===== config.mk =====
export PLATFORM = sky130hd
export DESIGN_NAME = power_logic_domain_seq
export DESIGN_NICKNAME = d
export VERILOG_FILES = /design/src/rtl/power_logic_domain_seq.sv
export SDC_FILE = /design/constraint.sdc
export NUM_CORES = 1
export LEC_CHECK = 0
export ABC_AREA = 1
export BUFFER_PORTS_ARGS = -buffer_cell sky130_fd_sc_hd__buf_2
export CORE_ASPECT_RATIO = 1.75
export CORE_MARGIN = 5
export CORE_UTILIZATION = 40
export DETAILED_ROUTE_END_ITERATION = 8
export MAX_ROUTING_LAYER = met4
export PLACE_DENSITY_LB_ADDON = 0.15
export REMOVE_ABC_BUFFERS = 1
export SLEW_MARGIN = 20
export SYNTH_ARGS = -nofsm -noshare
export SYNTH_HDL_FRONTEND = slang
export SYNTH_SLANG_ARGS = --single-unit

===== constraint.sdc =====
create_clock -name clock -period 4.2 [get_ports clock]
set_clock_uncertainty 0.2 [all_clocks]
set_input_delay 0.42 -clock clock [delete_from_list [all_inputs] [get_ports clock]]
set_output_delay 0.42 -clock clock [all_outputs]
set_load 0.01 [all_outputs]

===== src/rtl/power_logic_domain_seq.sv =====
// power_logic_domain_seq
//
// Power-up / power-down sequencer for one switchable logic domain.
// Waits for a debounced power-good, then walks the domain out of its
// off condition one step at a time: clocks on, isolation released,
// reset released, ready. A power-good drop after the clocks are on
// re-applies isolation and reset together, keeps the clocks running
// for STEP_CYCLES more cycles so the reset can propagate, then stops
// them. Losing power while fully up is recorded in a sticky fault flag.
//
// Parameters
//   DEBOUNCE_CYCLES  consecutive pg_sync=1 samples before power-up (2..255)
//   STEP_CYCLES      dwell cycles per sequencing step (1..255)
//
// Ports
//   clock        in   block clock, rising edge
//   resetn       in   asynchronous active-low reset
//   pg_sync      in   synchronized domain power-good, 1 = good
//   fault_clr    in   single-cycle clear of fault
//   clk_en       out  domain clock enable, 1 = running
//   iso_en       out  domain output isolation, 1 = isolated
//   domain_rstn  out  domain reset, active-low
//   ready        out  domain fully up
//   fault        out  sticky: power lost while fully up
//
// Every output is a flop. The output flops are loaded from the state
// being entered, so they change on the same edge as the state and no
// input reaches an output combinationally.

module power_logic_domain_seq #(
    parameter int DEBOUNCE_CYCLES = 8,
    parameter int STEP_CYCLES     = 4
) (
    input  logic clock,
    input  logic resetn,
    input  logic pg_sync,
    input  logic fault_clr,
    output logic clk_en,
    output logic iso_en,
    output logic domain_rstn,
    output logic ready,
    output logic fault
);

    typedef enum logic [2:0] {
        ST_OFF      = 3'd0,
        ST_DEBOUNCE = 3'd1,
        ST_CLK_ON   = 3'd2,
        ST_ISO_OFF  = 3'd3,
        ST_RST_REL  = 3'd4,
        ST_ON       = 3'd5,
        ST_SHUTDOWN = 3'd6
    } state_t;

    // Debounce count value whose arrival starts power-up.
    localparam logic [7:0] DEB_TARGET = 8'(DEBOUNCE_CYCLES);
    // Step counter starts at 0 on entry, so the last dwell cycle of a
    // step is the one where it reads STEP_CYCLES-1.
    localparam logic [7:0] STEP_LAST  = 8'(STEP_CYCLES - 1);

    state_t     state_q, state_d;
    logic [7:0] deb_cnt_q, deb_cnt_d;
    logic [7:0] step_cnt_q, step_cnt_d;

    logic clk_en_q, clk_en_d;
    logic iso_en_q, iso_en_d;
    logic domain_rstn_q, domain_rstn_d;
    logic ready_q, ready_d;
    logic fault_q, fault_d;

    // ------------------------------------------------------------------
    // Next-state, counters and fault
    // ------------------------------------------------------------------
    always_comb begin
        state_d    = state_q;
        deb_cnt_d  = deb_cnt_q;
        step_cnt_d = step_cnt_q;

        case (state_q)
            ST_OFF: begin
                deb_cnt_d  = 8'd0;
                step_cnt_d = 8'd0;
                if (pg_sync) begin
                    // The sample that leaves OFF is the first good one.
                    state_d   = ST_DEBOUNCE;
                    deb_cnt_d = 8'd1;
                end
            end

            ST_DEBOUNCE: begin
                if (!pg_sync) begin
                    state_d   = ST_OFF;
                    deb_cnt_d = 8'd0;
                end else if (deb_cnt_q + 8'd1 == DEB_TARGET) begin
                    state_d    = ST_CLK_ON;
                    deb_cnt_d  = 8'd0;
                    step_cnt_d = 8'd0;
                end else begin
                    deb_cnt_d = deb_cnt_q + 8'd1;
                end
            end

            ST_CLK_ON, ST_ISO_OFF, ST_RST_REL: begin
                if (!pg_sync) begin
                    state_d    = ST_SHUTDOWN;
                    step_cnt_d = 8'd0;
                end else if (step_cnt_q == STEP_LAST) begin
                    step_cnt_d = 8'd0;
                    case (state_q)
                        ST_CLK_ON:  state_d = ST_ISO_OFF;
                        ST_ISO_OFF: state_d = ST_RST_REL;
                        default:    state_d = ST_ON;
                    endcase
                end else begin
                    step_cnt_d = step_cnt_q + 8'd1;
                end
            end

            ST_ON: begin
                if (!pg_sync) begin
                    state_d    = ST_SHUTDOWN;
                    step_cnt_d = 8'd0;
                end
            end

            ST_SHUTDOWN: begin
                // Power-good is deliberately ignored here: the domain is
                // always taken all the way down before a new power-up.
                if (step_cnt_q == STEP_LAST) begin
                    state_d    = ST_OFF;
                    step_cnt_d = 8'd0;
                end else begin
                    step_cnt_d = step_cnt_q + 8'd1;
                end
            end

            default: begin
                state_d    = ST_OFF;
                deb_cnt_d  = 8'd0;
                step_cnt_d = 8'd0;
            end
        endcase
    end

    // Fault: clear first, then a simultaneous set overrides the clear.
    always_comb begin
        fault_d = fault_q;
        if (fault_clr) begin
            fault_d = 1'b0;
        end
        if (state_q == ST_ON && !pg_sync) begin
            fault_d = 1'b1;
        end
    end

    // ------------------------------------------------------------------
    // Output decode from the state being entered
    // ------------------------------------------------------------------
    always_comb begin
        clk_en_d      = 1'b0;
        iso_en_d      = 1'b1;
        domain_rstn_d = 1'b0;
        ready_d       = 1'b0;
        case (state_d)
            ST_CLK_ON: begin
                clk_en_d = 1'b1;
            end
            ST_ISO_OFF: begin
                clk_en_d = 1'b1;
                iso_en_d = 1'b0;
            end
            ST_RST_REL: begin
                clk_en_d      = 1'b1;
                iso_en_d      = 1'b0;
                domain_rstn_d = 1'b1;
            end
            ST_ON: begin
                clk_en_d      = 1'b1;
                iso_en_d      = 1'b0;
                domain_rstn_d = 1'b1;
                ready_d       = 1'b1;
            end
            ST_SHUTDOWN: begin
                // Clocks keep running so the re-applied reset takes effect.
                clk_en_d = 1'b1;
            end
            default: begin
                clk_en_d      = 1'b0;
                iso_en_d      = 1'b1;
                domain_rstn_d = 1'b0;
                ready_d       = 1'b0;
            end
        endcase
    end

    // ------------------------------------------------------------------
    // Registers
    // ------------------------------------------------------------------
    always_ff @(posedge clock or negedge resetn) begin
        if (!resetn) begin
            state_q       <= ST_OFF;
            deb_cnt_q     <= 8'd0;
            step_cnt_q    <= 8'd0;
            clk_en_q      <= 1'b0;
            iso_en_q      <= 1'b1;
            domain_rstn_q <= 1'b0;
            ready_q       <= 1'b0;
            fault_q       <= 1'b0;
        end else begin
            state_q       <= state_d;
            deb_cnt_q     <= deb_cnt_d;
            step_cnt_q    <= step_cnt_d;
            clk_en_q      <= clk_en_d;
            iso_en_q      <= iso_en_d;
            domain_rstn_q <= domain_rstn_d;
            ready_q       <= ready_d;
            fault_q       <= fault_d;
        end
    end

    assign clk_en      = clk_en_q;
    assign iso_en      = iso_en_q;
    assign domain_rstn = domain_rstn_q;
    assign ready       = ready_q;
    assign fault       = fault_q;

endmodule


==> results of run 1 <==
## kinds of logic (layout without fill, tap and decap cells)
kind of cell	Yosys count	in the layout
AO/OA/AOI/OAI	19	19
adder cells (fa/ha/maj)	2	2
buffers and inverters	36	49
flip-flops	24	24
AND/OR/NAND/NOR	124	124
## power groups by stage
stage	Sequential [uW]	Combinational (uW)	Clock, uW
after detailed placement	235	8.66	0
after CTS	231	9.37	210
after floorplan	236	1.45	0
final	231	8.85	201
after global routing	231	10.4	221
after global placement	235	8.65	0
## cells in the final DEF (no fill, tap or decap), types with 2 or more instances in the layout
cell      Yosys  routed
a21oi_1       3       3
nor3_2        2       2
nand3_1      22      22
nand4_1       2       2
nand2_4       2       2
nand2_1      59      59
nand3_2       3       3
ha_1          2       2
dfrtp_1      23      23
clkbuf_8      0       3
o21ai_0       8       8
nand2_2       9       9
o21ai_2       2       2
nor2_4        2       2
nor2_1       16      16
o21ai_1       3       3
buf_2         0       8
nor2_8        2       2
inv_1        28      28
inv_2         8       8
## state kept, by name, summed over array words and instances, names as in the netlist
signal,flops
clk_en,1
deb_cnt_q,8
domain_rstn,1
fault,1
iso_en,1
ready,1
state_q,3
step_cnt_q,8
## Yosys cell counts
master	count
ha_1	2
nand2_4	2
nor2_8	2
o21ai_2	2
inv_2	8
nor3_1	1
nor3_2	2
nand4_1	2
nand3b_1	1
nand3_4	1
nor2_1	16
dfstp_2	1
a21oi_1	3
nor2_2	1
a21oi_4	1
nand2_1	59
inv_1	28
nand3_1	22
o21ai_0	8
o22ai_1	1
nand3_2	3
o21ai_1	3
or2_2	1
nand2_2	9
o211ai_1	1
nor2_4	2
dfrtp_1	23
## critical path, stage by stage, from the launching register on
cell and delay, ns:
dfrtp_1 0.44, ha_1 0.26, nand3_1 0.14, nand2_1 0.06, nand2_1 0.10, nand3_2 0.13
nor2_8 0.12, nand2_4 0.07, nand2_4 0.07, nand3_4 0.10, nand2_1 0.08, nand2_1 0.05
## worst min path at each step
stage              start      to
6_report       fault_clr   fault
5_1_grt        fault_clr   fault
4_1_cts        fault_clr   fault
3_5_place_dp      resetn   fault
3_3_place_gp      resetn   fault
2_1_floorplan     resetn  clk_en
## area by class of cell
type                            count  area (um^2)  share of cell area
Multi-Input combinational cell    145        780.7              0.4602
Sequential cell                    24        601.8              0.3547
Inverter                           36        135.1             0.07965
Tap cell                           46        57.56             0.03392
Timing Repair Buffer                9        50.05             0.02950
Clock buffer                        3        41.29             0.02434
Clock inverter                      1        30.03             0.01770
## through the flow
stage               cell area (um^2)  std cells
floorplan                       1518        205
global placement                1615        259
detailed placement              1615        259
CTS                             1697        264
global route                    1697        264
finish                          1697        264
## metal layers
layer | vias up | global-route usage
met4 | 0 | 0.06139
met3 | 10 | 0.01277
met1 | 620 | 0.1334
li1 | 670 | -
met2 | 13 | 0.2606
met5 | - | -
==> summary.md, run 1 <==
| Metric | Value |
|---|---|
| Routed WL per cell | `12.05 um` |
| Core Footprint | `3665 um^2` |
| Nets | `225` |
| Gr usage total | `0.1365` |
| Post-detailed-routing wire length | `3.181 mm` |
| Worst setup path end | `step_cnt_q[4]` |
| WL met2 | `1.850 mm` |
| Final Hold Vio Count | `0` |
| CP Launch Type | `register` |
| Layout area overhead | `11.79%` |
| Post-DRT Antenna Nets | `0` |
| Average size of a mapped cell | `7.403 um^2` |
| Max-Cap Viols | `0` |
| Switch share | `0.1831` |
| CTS tree | `done` |
| Final Max Tran Viols | `0` |
| Top sig layer | `met4` |
| Yosys reg bits | `24` |
| Mux cell area share after synthesis | `0` |
| Vias per std cell | `4.973` |
| Setup slack after layout | `2.274 ns` |
| Sequential share of the synthesized area | `0.3965` |
| DRT met1 WL | `1.207 mm` |
| Setup TNS | `0 ns` |
| Starting Density | `0.4141` |
| Detailed Place HPWL | `2.574 mm` |
| Hold-fix buffers, CTS | `1` |
| Sequential power share | `0.524` |
| R2R depth | `11` |
| # rows | `29` |
| Gate power share | `0.020` |
| Critical path class | `register to register` |
| Vias in the first global route | `1,255` |
| Share of the synthesized area in the top cell type | `0.3792` |
| Overflow after GRT | `0` |
| # IOs | `9` |
| P_int | `360.0 uW` |
| Worst-skew pair later-pin latency | `0.27 ns` |
| Status | `complete, no violations` |
| Power Total | `440.7 uW` |
| Worst reg-to-reg setup slack | `2.27 ns` |
| Final Cycle Share | `0.4585` |
| Critical Path End Type | `register` |
| Share of the synthesized area in compound gates (AO/OA/AOI/OAI) | `0.07749` |
| RSZ-0062 raised after global routing | `false` |
| Clock root buffer | `clkbuf_8` |
| Filler cell count | `398` |
| Number of H-tree levels | `1` |
| Setup WS pre-CTS | `2.261 ns` |
| Clock power share | `0.456` |
| Initial antenna violation count | `0` |
| WP data required | `4.16 ns` |
| Antenna diode count | `0` |
| IO Port Bufs | `8` |
| Main combinational cell family by area after synthesis | `simple AND/OR/NAND/NOR gates` |
| Worst reg2reg path startpoint | `deb_cnt_q[0]` |
| Worst Path Arrival | `1.89 ns` |
| First-pass GRT wire length | `5.471 mm` |
| Max transition margin | `0.6337` |
| Tightest Pin Transition | `0.5494 ns` |
| Pin count of the biggest net entering global routing | `25` |
| Clock sink total | `24` |
| Width of the die | `56.57 um` |
| Worst hold path cell count | `2` |
| Synth Area in Simple Gates | `0.4204` |
| CTS Buf Count | `3` |
| Post-CTS setup buffer count | `0` |
| PwrDens | `259.8 nW/um^2` |
| Final setup vio count | `0` |
| Die Y | `91.49 um` |
| Die Footprint | `5175 um^2` |
| Post-synthesis adder-cell area fraction | `0.01649` |
| Synth unique cells | `27` |
| F_max | `0.5193 GHz` |
| Worst R2R End | `step_cnt_q[4]` |
| DRC Markers | `0` |
| Share of cells above drive strength 1 | `0.2156` |
| Post-synthesis cell count | `205` |
| Final GP Congestion | `0.8309` |
| Maximum VDD drop | `0.2016 mV` |
| Synthesized area | `1518 um^2` |
| Switching pwr | `80.71 uW` |
| # resized after CTS | `0` |
| Pre-antenna DRT Iters | `4` |
| Biggest area consumer among synthesized cells | `dfrtp_1` |
| Largest cells by area after synthesis | `dfrtp_1 (38%), nand2_1 (15%), nand3_1 (7.3%), inv_1 (6.9%), nor2_1 (4.0%)` |
| XOR/XNOR Fraction of Synth Area | `0` |
| Metal3 WL | `42 um` |
| Reg clk slew, reported paths | `0.08 ns` |
| Worst hold margin | `0.1367 ns` |
| Util after Layout | `0.4630` |
| Start point of the critical path | `deb_cnt_q[0]` |
| Max Root-Sink Buffers | `2` |
| Critical path fanouts, max | `8` |
| Via count of the routed design | `1,313` |
| Syn. warnings | `0` |
| Hold Path Class | `input pin to register` |
| Starting DRT DRC Count | `42` |
| Final min period | `1.926 ns` |
| Leakage | `0.0008934 uW` |
(Power assumes the default switching activity.)
==> run 2: changes to the inputs <==
clock period = 1.7 ns   (was 4.2 ns; I/O delays follow)
==> run 2 against run 1 <==
The run now ends with setup timing left. Maximum frequency up 10%. Design area grew 22%. Flip-flop and latch count did not move. Wire length increased by 21%. Clock-buffer cell count stayed put. Cell count up 12%. Non-clock buffer count increased by 32. Core utilization is 10 points higher. Total power grew to 2.5 times the previous value. Register-to-register slack worse by 2.3 ns. Clock power increased to 2.6 times the previous value. Worst hold slack worse by 0.022 ns.
==> summary.md, run 2 (synthesis gave the netlist of run 1 again) <==
| Metric | Value |
|---|---|
| Max-Cap Viols | `0 (unchanged)` |
| Final Hold Vio Count | `0 (unchanged)` |
| Met1 usage | `0.1404 (+0.006959)` |
| Final Max Tran Viols | `0 (unchanged)` |
| Nets | `257 (+14%)` |
| Most common cell after layout, fill and taps aside | `nand2_1` |
| Reg clk slew, reported paths | `0.09 ns (about the same)` |
| Width of the die | `56.57 um (unchanged)` |
| Post-route cell area | `2078 um^2 (+22%)` |
| Placed cell count | `280 (+8.1%)` |
| Core Footprint | `3665 um^2 (unchanged)` |
| Critical path class | `register to register` |
| Maximum VDD drop | `0.4698 mV (+130%)` |
| Antenna diode count | `0 (unchanged)` |
| Largest registers | `deb_cnt_q x8, step_cnt_q x8, state_q x3` |
| Grt met3 use | `0.02553 (+0.01277)` |
| Worst Path Arrival | `1.72 ns (-0.17 ns)` |
| Overflow after GRT | `0 (unchanged)` |
| CP Launch Type | `register` |
| Routed WL per cell | `13.04 um (+8.2%)` |
| Grt peak-use layer | `met2` |
| Tightest Pin Transition | `0.5608 ns (+0.01133 ns)` |
| Final GP Congestion | `0.8583 (+3.3%)` |
| CTS tree | `done` |
| Vias in the first global route | `1,480 (+18%)` |
| PwrDens | `532.7 nW/um^2 (+110%)` |
| Detailed Place HPWL | `2.793 mm (+8.5%)` |
| Critical Path End Type | `register` |
| # IOs | `9 (unchanged)` |
| Violated checks | `setup timing` |
| GR Util met2 | `0.2983 (+0.03764)` |
| Starting DRT DRC Count | `48 (+14%)` |
| Clock sink total | `24 (unchanged)` |
| Leakage | `0.001051 uW (+18%)` |
| Hold Path Class | `input pin to register` |
| Number of H-tree levels | `1 (unchanged)` |
| Die Footprint | `5175 um^2 (unchanged)` |
| Most frequent cells in the layout | `nand2_1 (46), buf_4 (29), inv_1 (24), nand2_2 (21), dfrtp_1 (19)` |
| Area after DPL | `1773 um^2 (+9.8%)` |
| Via count of the routed design | `1,477 (+12%)` |
| CTS Buf Count | `3 (unchanged)` |
| Setup slack after layout | `-0.05072 ns (-2.325 ns)` |
| Final std cells w/o fill | `296 (+12%)` |
| Final setup vio count | `9 (+9)` |
| Gr usage total | `0.1571 (+0.02065)` |
| Starting Density | `0.4141 (unchanged)` |
| Max Root-Sink Buffers | `2 (unchanged)` |
| DRC Markers | `0 (unchanged)` |
| Critical path fanouts, max | `8 (unchanged)` |
| IO Port Bufs | `8 (unchanged)` |
| Max transition margin | `0.6262 (-0.007556)` |
| Setup WS pre-CTS | `-0.1486 ns (-2.410 ns)` |
| Power Total | `1107 uW (+150%)` |
| First-pass GRT wire length | `6.265 mm (+15%)` |
| Die Y | `91.49 um (unchanged)` |
| Final min period | `1.751 ns (-0.1751 ns)` |
| Worst hold margin | `0.1151 ns (-0.02166 ns)` |
| Worst-skew pair later-pin latency | `0.27 ns (about the same)` |
| Layout area overhead | `36.93%` |
| Status | `complete, but fails checks` |
| Initial antenna violation count | `0 (unchanged)` |
| Post-detailed-routing wire length | `3.860 mm (+21%)` |
| Pin count of the biggest net entering global routing | `25 (unchanged)` |
| Final Cycle Share | `1.030 (+0.5713)` |
| # rows | `29 (unchanged)` |
| RSZ-0062 raised after global routing | `true` |
| Vias per std cell | `4.990 (+0.33%)` |
| Post-DRT Antenna Nets | `0 (unchanged)` |
| Share of cells above drive strength 1 | `0.4560 (+0.2404)` |
| WP data required | `1.67 ns (-2.49 ns)` |
| Pre-antenna DRT Iters | `4 (unchanged)` |
| Clock root buffer | `clkbuf_8` |
| F_max | `0.5712 GHz (+10%)` |
==> run 2: layer usage <==
| layer | share of wire | up-vias |
|---|---|---|
| met4 | 0.060 | 0 |
| met5 | 0 | - |
| met3 | 0.019 | 20 |
| li1 | - | 737 |
| met1 | 0.35 | 695 |
| met2 | 0.57 | 25 |
==> run 2: final cells by class <==
type | instances | area [um^2]
tap | 46 | 57.56
clock inverter | 1 | 30.03
multi-input combinational | 145 | 907.1
inverter | 36 | 135.1
sequential | 24 | 606.8
timing repair buffer | 41 | 300.3
clock buffer | 3 | 41.29
fill | 342 | 1587
==> run 2: worst paths after layout <==
check / start / endpoint / slack, ns / depth (start not counted)
setup / recovery: deb_cnt_q[0] / step_cnt_q[3] / -0.05 / 11
hold / removal: pg_sync / step_cnt_q[5] / 0.12 / 5
setup reg to reg: deb_cnt_q[0] / step_cnt_q[3] / -0.05 / 11
hold reg to reg: step_cnt_q[3] / step_cnt_q[3] / 0.31 / 2
max in group asynchronous: resetn / deb_cnt_q[3] / 0.68 / 2
min in group asynchronous: resetn / step_cnt_q[7] / 0.20 / 2
==> run 2: worst max-delay path: stages (launching register included) <==
cell     delay (ns)
dfrtp_1        0.40
ha_2           0.21
nand3_2        0.09
nand2_1        0.06
nand2_2        0.10
nand3_4        0.09
nor2_8         0.10
nand2_4        0.08
nand2_4        0.07
nand3_4        0.12
nand2_1        0.09
nand2_1        0.05
==> run 2: through the flow <==
step	TNS, ns	utilization
after floorplan	-0.6109	-
after global placement	-1.116	0.4838
after detailed placement	-1.322	0.4838
after CTS	-0.2367	0.5268
after global routing	-1.634	0.5671
final	-0.3738	0.5671
==> run 2: what timing repair did <==
item | in CTS | in global routing
hold buffers | 2 | 0
pin swaps | 5 | 8
setup buffers | 2 | 8
endpoints found under the setup margin | 14 | 18
hold endpoints to repair | 24 | 0
gates resized for setup | 16 | 30
==> run 2: power by group <==
| group | switching (uW) | total [uW] | leakage [uW] | internal (uW) |
|---|---|---|---|---|
| Clock | 197 | 513 | 0.0000357 | 315 |
| Sequential | 0.0000000000000203 | 570 | 0.000253 | 570 |
| Combinational | 18.1 | 23.9 | 0.000763 | 5.84 |
